$ cat config.mk
export PLATFORM = sky130hd
export DESIGN_NAME = div_iter
export DESIGN_NICKNAME = d
export VERILOG_FILES = /design/src/rtl/div_pkg.sv /design/src/rtl/div_step.sv /design/src/rtl/div_iter.sv
export SDC_FILE = /design/constraint.sdc
export NUM_CORES = 1
export LEC_CHECK = 0
export BUFFER_PORTS_ARGS = -buffer_cell sky130_fd_sc_hd__buf_2
export CAP_MARGIN = 15
export CORE_ASPECT_RATIO = 1.2
export CORE_UTILIZATION = 62
export CTS_BUF_LIST = sky130_fd_sc_hd__clkbuf_4 sky130_fd_sc_hd__clkbuf_8
export DETAILED_ROUTE_END_ITERATION = 8
export PLACE_DENSITY = 0.95
export SYNTH_ARGS = -nofsm -noshare
export SYNTH_HDL_FRONTEND = slang
export SYNTH_SLANG_ARGS = --single-unit
$ cat constraint.sdc
create_clock -name clk -period 6.9 [get_ports clk]
set_input_delay 2.07 -clock clk [delete_from_list [all_inputs] [get_ports clk]]
set_output_delay 2.07 -clock clk [all_outputs]
set_load 0.05 [all_outputs]
$ cat src/rtl/div_pkg.sv
// Shared constants, types and helpers for the iterative restoring divider.
package div_pkg;
  localparam int DIV_WIDTH = 32;
  localparam int DIV_ITERS = 32;
  localparam logic [DIV_WIDTH-1:0] DIV_ZERO_QUOT = 32'hFFFF_FFFF;

  typedef enum logic [1:0] {
    IDLE,
    BUSY,
    DONE
  } div_state_t;

  // Per-divide facts captured at start and needed again at the sign fix-up.
  typedef struct packed {
    logic is_signed;
    logic neg_dividend;
    logic neg_divisor;
    logic div_zero;
  } div_ctrl_t;

  // Magnitude of an operand; 0x80000000 maps onto itself as an unsigned value.
  function automatic logic [DIV_WIDTH-1:0] abs_mag(input logic [DIV_WIDTH-1:0] v,
                                                  input logic                 is_signed);
    return (is_signed && v[DIV_WIDTH-1]) ? -v : v;
  endfunction
endpackage

$ cat src/rtl/div_step.sv
// One radix-2 restoring iteration: shift {rem, quo} left, subtract the divisor
// and keep the difference when it is non-negative.
import div_pkg::*;

module div_step (
  input  logic [DIV_WIDTH:0]   rem_i,
  input  logic [DIV_WIDTH-1:0] quo_i,
  input  logic [DIV_WIDTH-1:0] divisor_i,
  output logic [DIV_WIDTH:0]   rem_o,
  output logic [DIV_WIDTH-1:0] quo_o
);
  logic [DIV_WIDTH+1:0] shifted;
  logic [DIV_WIDTH+1:0] trial;
  logic                 take;

  // NOTE: combinational logic uses blocking assignments, and every output is
  // assigned on every path so no latch is inferred.
  always_comb begin
    shifted = {rem_i, quo_i[DIV_WIDTH-1]};
    trial   = shifted - {2'b00, divisor_i};
    take    = (shifted >= {2'b00, divisor_i});
    rem_o   = (DIV_WIDTH+1)'(take ? trial : shifted);
    quo_o   = {quo_i[DIV_WIDTH-2:0], take};
  end
endmodule

$ cat src/rtl/div_iter.sv
// Iterative 32-step restoring divider with sign fix-up and pipeline abort.
// Define DIV_ZERO_FAST_EN to finish a zero-divisor divide in one cycle.
import div_pkg::*;

module div_iter #(
  parameter int WIDTH = DIV_WIDTH
) (
  input  logic               clk,
  input  logic               rst,
  input  logic               flush,
  input  logic [WIDTH-1:0]   opdata1_i,
  input  logic [WIDTH-1:0]   opdata2_i,
  input  logic               start_i,
  input  logic               annul_i,
  input  logic               signed_div_i,
  output logic               ready_o,
  output logic [2*WIDTH-1:0] result_o
);
  div_state_t         state_q, state_d;
  div_ctrl_t          ctrl_q, ctrl_d;
  logic [5:0]         cnt_q, cnt_d;
  logic [WIDTH:0]     rem_q, rem_d;
  logic [WIDTH-1:0]   quo_q, quo_d;
  logic [WIDTH-1:0]   divisor_q, divisor_d;
  logic [WIDTH-1:0]   dividend_q, dividend_d;
  logic               ready_q, ready_d;
  logic [2*WIDTH-1:0] result_q, result_d;

  logic [WIDTH:0]     step_rem;
  logic [WIDTH-1:0]   step_quo;
  logic [WIDTH-1:0]   fix_rem, fix_quo;
  logic               abort, capture, last_step, zero_fast;

  assign abort     = flush | annul_i;
  assign capture   = (state_q == IDLE) && start_i && !abort;
  assign last_step = (state_q == BUSY) && (cnt_q == 6'(DIV_ITERS - 1));

`ifdef DIV_ZERO_FAST_EN
  assign zero_fast = (opdata2_i == '0);
`else
  assign zero_fast = 1'b0;
`endif

  div_step u_step (
    .rem_i     (rem_q),
    .quo_i     (quo_q),
    .divisor_i (divisor_q),
    .rem_o     (step_rem),
    .quo_o     (step_quo)
  );

  // NOTE: sequential state is updated with non-blocking assignments only.
  always_ff @(posedge clk) begin
    if (!rst) state_q <= IDLE;
    else      state_q <= state_d;
  end

  always_comb begin
    state_d = state_q;
    unique case (state_q)
      IDLE:    if (start_i) state_d = zero_fast ? DONE : BUSY;
      BUSY:    if (last_step) state_d = DONE;
      DONE:    state_d = IDLE;
      default: state_d = IDLE;
    endcase
    // Abort beats everything except reset, including a pending DONE.
    if (abort) state_d = IDLE;
  end

  // Sign fix-up applied to the values leaving the final iteration.
  always_comb begin
    fix_quo = (ctrl_q.is_signed && (ctrl_q.neg_dividend ^ ctrl_q.neg_divisor))
            ? -step_quo : step_quo;
    fix_rem = (ctrl_q.is_signed && ctrl_q.neg_dividend)
            ? -step_rem[WIDTH-1:0] : step_rem[WIDTH-1:0];
  end

  always_comb begin
    ready_d  = (state_d == DONE);
    result_d = result_q;
    if (state_d == DONE) begin
      if (state_q == IDLE)      result_d = {opdata1_i, DIV_ZERO_QUOT};
      else if (ctrl_q.div_zero) result_d = {dividend_q, DIV_ZERO_QUOT};
      else                      result_d = {fix_rem, fix_quo};
    end
  end

  always_comb begin
    ctrl_d     = ctrl_q;
    cnt_d      = cnt_q;
    rem_d      = rem_q;
    quo_d      = quo_q;
    divisor_d  = divisor_q;
    dividend_d = dividend_q;
    if (capture) begin
      ctrl_d.is_signed    = signed_div_i;
      ctrl_d.neg_dividend = signed_div_i & opdata1_i[WIDTH-1];
      ctrl_d.neg_divisor  = signed_div_i & opdata2_i[WIDTH-1];
      ctrl_d.div_zero     = (opdata2_i == '0);
      cnt_d      = '0;
      rem_d      = '0;
      quo_d      = abs_mag(opdata1_i, signed_div_i);
      divisor_d  = abs_mag(opdata2_i, signed_div_i);
      dividend_d = opdata1_i;
    end else if (state_q == BUSY) begin
      cnt_d = cnt_q + 6'd1;
      rem_d = step_rem;
      quo_d = step_quo;
    end
  end

  always_ff @(posedge clk) begin
    if (!rst) begin
      cnt_q    <= '0;
      ready_q  <= 1'b0;
      result_q <= '0;
    end else begin
      cnt_q    <= cnt_d;
      ready_q  <= ready_d;
      result_q <= result_d;
    end
  end

  // NOTE: datapath registers carry no reset; each divide loads them at
  // capture before any of them is consumed.
  always_ff @(posedge clk) begin
    ctrl_q     <= ctrl_d;
    rem_q      <= rem_d;
    quo_q      <= quo_d;
    divisor_q  <= divisor_d;
    dividend_q <= dividend_d;
  end

  assign ready_o  = ready_q;
  assign result_o = result_q;
endmodule
==> run_results.csv, run 1 <==
group,metric,value,unit
outcome,status,"finished clean",
layout,final_cell_mix,"o21ai_0 (146), nand2_1 (144), buf_2 (134)",
clock_network,cts_buffer_depth,3,
synthesis,yosys_warnings,0,
clock_network,cts_num_sinks,206,
pwr,p_int,2.64,mW
critical_path,worst_setup_path_end_kind,"flop",
critical_path,reg2reg_to,"result_o[30]",
critical_path,reg2reg_depth,18,
critical_path,regToRegSetupSlack,1.56,ns
layout,fillers,1462,
layout,layout_commonest_cell,"o21ai_0",
pwr,p_sw,1.83,mW
pwr,combPwrFrac,40.6,%
global_route,grt_remaining_overflow,0,
floorplanning,die_y,160,um
pwr,power.density,311,mW/mm2
placement,gp_congestion,0.951,
critical_path,worst-path-max-fanout,48,
detailed_routing,viasPerCell,6.72,
critical_path,crit_path_start,"quo_q[31]",
detailed_routing,drc_errors,0,
placement,port_buffers,134,
floorplanning,die_w,134,um
detailed_routing,final_antenna_net_count,0,
pwr,p_clk_share,25.8,%
detailed_routing,drtIter0Drc,1694,
sta,rsz0062_at_grt,"no",
pwr,swShare,40.9,%
floorplanning,rows,57,
critical_path,critPathTopFamily,"simple AND/OR/NAND/NOR gates",
critical_path,reg2reg_from,"quo_q[31]",
synthesis,synth_ff_type,"dfxtp_1",
global_route,grt_max_degree,76,
sta,worstMarginPinSlew,1.19,ns
global_route,grt_pass1_vias,12200,
placement,dpl.hpwl,25.8,mm
clock_network,cts_tree,"built",
sta,fmax,187,MHz
synthesis,synthArstFlopShare,0,%
layout,syn2layout_area_growth,11.0,%
pwr,ir_drop,0.235,mV
floorplanning,start_util,63.7,%
flow_run,cap_violations,0,
detailed_routing,drt-pass1-iter-count,9,
synthesis,synth-edff-count,100,
clock_network,cts_resized,0,
sta,slew_headroom,19.8,%
synthesis,synth.distinct_cells,87,
floorplanning,ios,135,
critical_path,crit_type,"flop to flop",
critical_path,worstPathArrival,5.75,ns
global_route,grt_use_total,36.1,%
critical_path,cp-endpoint,"result_o[30]",
sta,skew,0.0331,ns
detailed_routing,post_drt_wl_per_cell,20.6,um
critical_path,cp_num_buf_inv,4,
floorplanning,coreArea,0.0203,mm2
sta,fin_crit_sh,77.4,%
detailed_routing,wl,38.6,mm
clock_network,cts_hold_buf,0,
worst_hold_path,min_path_cells,2,
synthesis,synthesis.nets,1587,
pwr,pwr-share-seq,33.6,%
layout,nNetsFinal,1686,
layout,utilization,70.7,%
clock_network,root_buffer,"clkbuf_8",
synthesis,synth_seq_cells,206,
synthesis,seq_area_frac_synth,39.6,%
critical_path,required,7.30,ns
sta,totalNegativeSetupSlack,0,ns
critical_path,worst_path_largest_cell_delay,0.97,ns
clock_network,clk_latency,0.56,ns
floorplanning,dieArea,0.0215,mm2
global_route,antenna_found_initial,2,
sta,period_minus_slack,5.34,ns
clock_network,path_clk_slew,0.06,ns
sta,drv_slew,0,
detailed_routing,vias,12600,
critical_path,startpoint_type,"flop",
sta,setup_violations,0,
layout,drive_gt1_share,15.9,%
clock_network,h-tree-depth,2,
clock_network,cts_buffers,35,
sta,finalHoldViolCount,0,
critical_path,slowest_stage,"nor4_1",
synthesis,syn_inst,1479,
pwr,p_leak,5.92,nW
global_route,grt_pass1_wl,61.5,mm
worst_hold_path,hold_path.class,"flop to flop",
synthesis,syn_area,0.0129,mm2
clock_network,post_cts_buffers,0,
critical_path,path_cells,"inv_1 -> ha_1 -> inv_1 -> fa_1 -> a21o_1 -> a221o_1 -> a22oi_4 -> a21oi_2 -> or2_2 -> buf_4 -> inv_2 -> ha_1 -> nand3b_1 -> nor4_1 -> and2_1 -> a31oi_1 -> xnor2_1 -> a21oi_1",
synthesis,syn_avg_cell_area,8.75,um2
critical_path,path_depth,18,
-- cells in the mapped netlist (all sizes together), types with 8 or more instances --
master / number / area share (%)
o21ai: 156 / 6.0
nand2: 144 / 4.2
a21oi: 136 / 5.4
dfxtp: 106 / 16
nor2: 104 / 3.0
edfxtp: 100 / 23
xnor2: 82 / 5.6
inv: 60 / 1.7
xor2: 58 / 3.9
clkbuf: 52 / 1.5
nor3: 39 / 1.5
ha: 37 / 3.6
buf: 35 / 1.7
nand3: 34 / 1.4
nor4: 33 / 1.9
a31oi: 26 / 1.3
mux2i: 26 / 2.2
nand4: 20 / 1.0
o211ai: 17 / 1.0
and2: 15 / 0.73
and3: 14 / 0.72
o211a: 14 / 1.1
o31ai: 14 / 0.85
a211oi: 12 / 0.74
o21a: 12 / 0.70
o41ai: 11 / 0.86
nand3b: 10 / 0.58
or3: 9 / 0.47
nand2b: 8 / 0.39
or2: 8 / 0.39
-- worst reg2reg max path, cell delays in order, from the launching register on --
cell and delay, ns:
edfxtp_1 0.40, inv_1 0.09, ha_1 0.19, inv_1 0.07, fa_1 0.42, a21o_1 0.23, a221o_1 0.39, a22oi_4 0.20
a21oi_2 0.12, or2_2 0.38, buf_4 0.36, inv_2 0.27, ha_1 0.26, nand3b_1 0.21, nor4_1 0.97, and2_1 0.31
a31oi_1 0.11, xnor2_1 0.16, a21oi_1 0.08
-- power groups by stage --
stage | clock (mW) | sequential (mW) | combinational [mW]
detailed placement | 0 | 1.52 | 1.73
global route | 1.20 | 1.50 | 1.96
global placement | 0 | 1.51 | 1.68
finish | 1.15 | 1.50 | 1.81
CTS | 1.14 | 1.49 | 1.76
floorplan | 0 | 1.47 | 1.39
-- flip-flops by register name, indices dropped and copies added, names as in the netlist --
name        cells
divisor_q      32
dividend_q     32
ctrl_q          4
state_q         2
rem_q          33
result_o       64
quo_q          32
ready_o         1
cnt_q           6
-- per-layer routing --
metal,global-route usage (%),routed length (um)
met5,0,13
met1,41.9,14000
met2,59.5,18400
met3,8.25,3600
met4,23.8,2530
-- how the worst min path moves through the flow --
stage | startpoint | endpoint | slack, ns
floorplan | dividend_q[31] | result_o[63] | 0.45
global placement | cnt_q[1] | cnt_q[1] | 0.46
detailed placement | cnt_q[1] | cnt_q[1] | 0.47
CTS | cnt_q[1] | cnt_q[1] | 0.48
global route | result_o[34] | result_o[34] | 0.50
finish | result_o[34] | result_o[34] | 0.48
-- layout make-up --
cell class | instances | area, um2 | area share (%)
Multi-Input combinational cell | 1126 | 7190 | 50.0
Sequential cell | 206 | 5120 | 35.7
Timing Repair Buffer | 149 | 783 | 5.45
Clock buffer | 51 | 608 | 4.23
Tap cell | 265 | 332 | 2.31
Inverter | 60 | 225 | 1.57
Clock inverter | 12 | 98.8 | 0.688
Antenna cell | 1 | 2.50 | 0.0174
-- logic make-up (layout without fill, tap and decap cells) --
group | Yosys count | after routing | synth area share (%)
and+or+nand+nor | 461 | 461 | 17.6
AOI/OAI and AO/OA | 459 | 459 | 22.3
DFF | 206 | 206 | 39.6
buffers and inverters | 147 | 272 | 4.90
xor gates and xnor gates | 140 | 140 | 9.48
adders and majority gates | 38 | 38 | 3.73
muxes | 28 | 28 | 2.34
other | 0 | 1 | 0
-- through the flow --
stage / setup WS [ns] / cells / area [um2] / total power [mW] / hold WS [ns]
after floorplan: 1.45 / 1479 / 12900 / 2.86 / 0.446
after global placement: 2.08 / 1806 / 13700 / 3.19 / 0.461
after detailed placement: 1.78 / 1806 / 13700 / 3.24 / 0.470
after CTS: 1.75 / 1869 / 14400 / 4.40 / 0.479
after global routing: 1.33 / 1870 / 14400 / 4.67 / 0.498
final: 1.56 / 1870 / 14400 / 4.47 / 0.478
No activity file was read; power rests on OpenSTA's default activity.
==> inputs of run 2 (changes only) <==
clock period = 5.1 ns   (was 6.9 ns; I/O delays follow)
==> run_results.csv, run 2 (synthesis results as in run 1) <==
group,metric,value,unit
outcome,status,"finished clean",
global_route,grt_pass1_wl,59.8,mm
clock_network,clk_latency,0.55,ns
critical_path,crit_path_start,"quo_q[31]",
clock_network,cts_buffers,35,
floorplanning,dieArea,0.0215,mm2
sta,worstMarginPinSlew,1.21,ns
placement,dpl.hpwl,26.1,mm
global_route,grt_remaining_overflow,0,
global_route,grt_max_degree,75,
floorplanning,start_util,63.7,%
critical_path,worst_setup_path_end_kind,"flop",
layout,final_cell_mix,"o21ai_0 (145), nand2_1 (144), buf_2 (134)",
layout,largest_reg_flops,64,
sta,slew_headroom,19.2,%
sta,fmax,204,MHz
layout,syn2layout_area_growth,12.5,%
floorplanning,rows,57,
global_route,grt_pass1_vias,11900,
clock_network,cts_num_sinks,206,
layout,drive_gt1_share,17.0,%
global_route,antenna_found_initial,1,
clock_network,h-tree-depth,2,
sta,finalHoldViolCount,0,
clock_network,path_clk_slew,0.06,ns
floorplanning,coreArea,0.0203,mm2
clock_network,cts_tree,"built",
worst_hold_path,hold_path.class,"flop to flop",
sta,skew,0.0359,ns
sta,drv_slew,0,
sta,fin_crit_sh,96.0,%
critical_path,regToRegSetupSlack,0.20,ns
floorplanning,ios,135,
placement,place_ws,0.202,ns
clock_network,cts_buffer_depth,3,
layout,utilization,71.6,%
detailed_routing,drc_errors,0,
detailed_routing,wl,37.2,mm
layout,fin_area,0.0146,mm2
clock_network,post_cts_buffers,0,
floorplanning,die_y,160,um
detailed_routing,final_antenna_net_count,0,
critical_path,crit_type,"flop to flop",
layout,antenna_cells,0,
flow_run,cap_violations,0,
global_route,grt_use_total,35.1,%
worst_hold_path,holdCritStartpoint,"result_o[32]",
detailed_routing,drtIter0Drc,1540,
detailed_routing,drt-pass1-iter-count,6,
critical_path,startpoint_type,"flop",
critical_path,worstPathArrival,5.32,ns
floorplanning,die_w,134,um
critical_path,worst-path-max-fanout,7,
sta,whs,0.470,ns
pwr,ir_drop,0.286,mV
pwr,p_leak,6.02,nW
pwr,power.density,425,mW/mm2
clock_network,cts_hold_buf,0,
placement,port_buffers,134,
sta,setup_violations,0,
layout,layout_commonest_cell,"o21ai_0",
placement,place_area,0.0137,mm2
critical_path,reg2reg_from,"quo_q[31]",
critical_path,required,5.53,ns
sta,period_minus_slack,4.90,ns
detailed_routing,post_drt_wl_per_cell,19.8,um
layout,nNetsFinal,1698,
detailed_routing,viasPerCell,6.55,
clock_network,root_buffer,"clkbuf_8",
placement,gp_congestion,0.951,
detailed_routing,vias,12300,
sta,fin_ws,0.205,ns
-- run 2: changes by cell type in the layout (fill, tap and decap cells not counted), sizes merged --
cell / previous run / this run
clkinv: 7 / 3
bufinv: 1 / 3
clkbuf: 51 / 54
diode: 1 / 0
buf: 149 / 161
-- run 2: power breakdown --
part / internal (mW) / switching [mW] / total [mW]
Sequential: 1.86 / 0.177 / 2.04
Combinational: 0.929 / 1.54 / 2.47
Clock: 0.967 / 0.715 / 1.68
Total: 3.76 / 2.43 / 6.19
-- run 2: routing by layer --
metal / part of all wire [%] / GRT usage [%]
met3: 8.5 / 6.06
met5: 0.043 / 0
met2: 48 / 58.2
met1: 37 / 42.2
met4: 6.8 / 21.6
-- run 2: worst paths after layout --
check        cells after the start      endpoint
max                             21  result_o[62]
min                              2  result_o[32]
max reg2reg                     21  result_o[62]
min reg2reg                      2  result_o[32]
-- run 2: worst max-delay path: stages, from the launching register on --
cell      delay [ns]
edfxtp_1        0.44
inv_1           0.09
ha_1            0.19
inv_1           0.06
fa_1            0.43
a21o_1          0.24
a221o_1         0.37
a22oi_4         0.21
a21oi_2         0.12
or2_2           0.40
mux2i_4         0.22
ha_2            0.23
nand2_1         0.07
nor3_2          0.20
nand2_1         0.10
nor3_1          0.23
a31oi_1         0.10
nor3_1          0.27
nand3_1         0.19
o41ai_2         0.28
nor3b_1         0.09
a221o_1         0.26
-- run 2: repair_timing --
item	in CTS	in global routing
endpoints found under the hold margin	0	0
setup endpoints to repair	0	12
resized for setup	0	7
-- run 2: final cells by class --
type	count	area [um2]
tap	265	332
multi-input combinational	1126	7220
sequential	206	5120
fill	1404	5770
clock inverter	10	141
clock buffer	54	643
inverter	60	225
timing repair buffer	161	873
-- run 2: through the flow --
step | std cells | TNS, ns | power (mW)
3_5_place_dp | 1818 | 0 | 4.42
5_1_grt | 1882 | -0.0473 | 6.49
3_3_place_gp | 1818 | 0 | 4.36
6_report | 1882 | 0 | 6.19
4_1_cts | 1882 | 0 | 6.10
2_1_floorplan | 1479 | 0 | 3.87
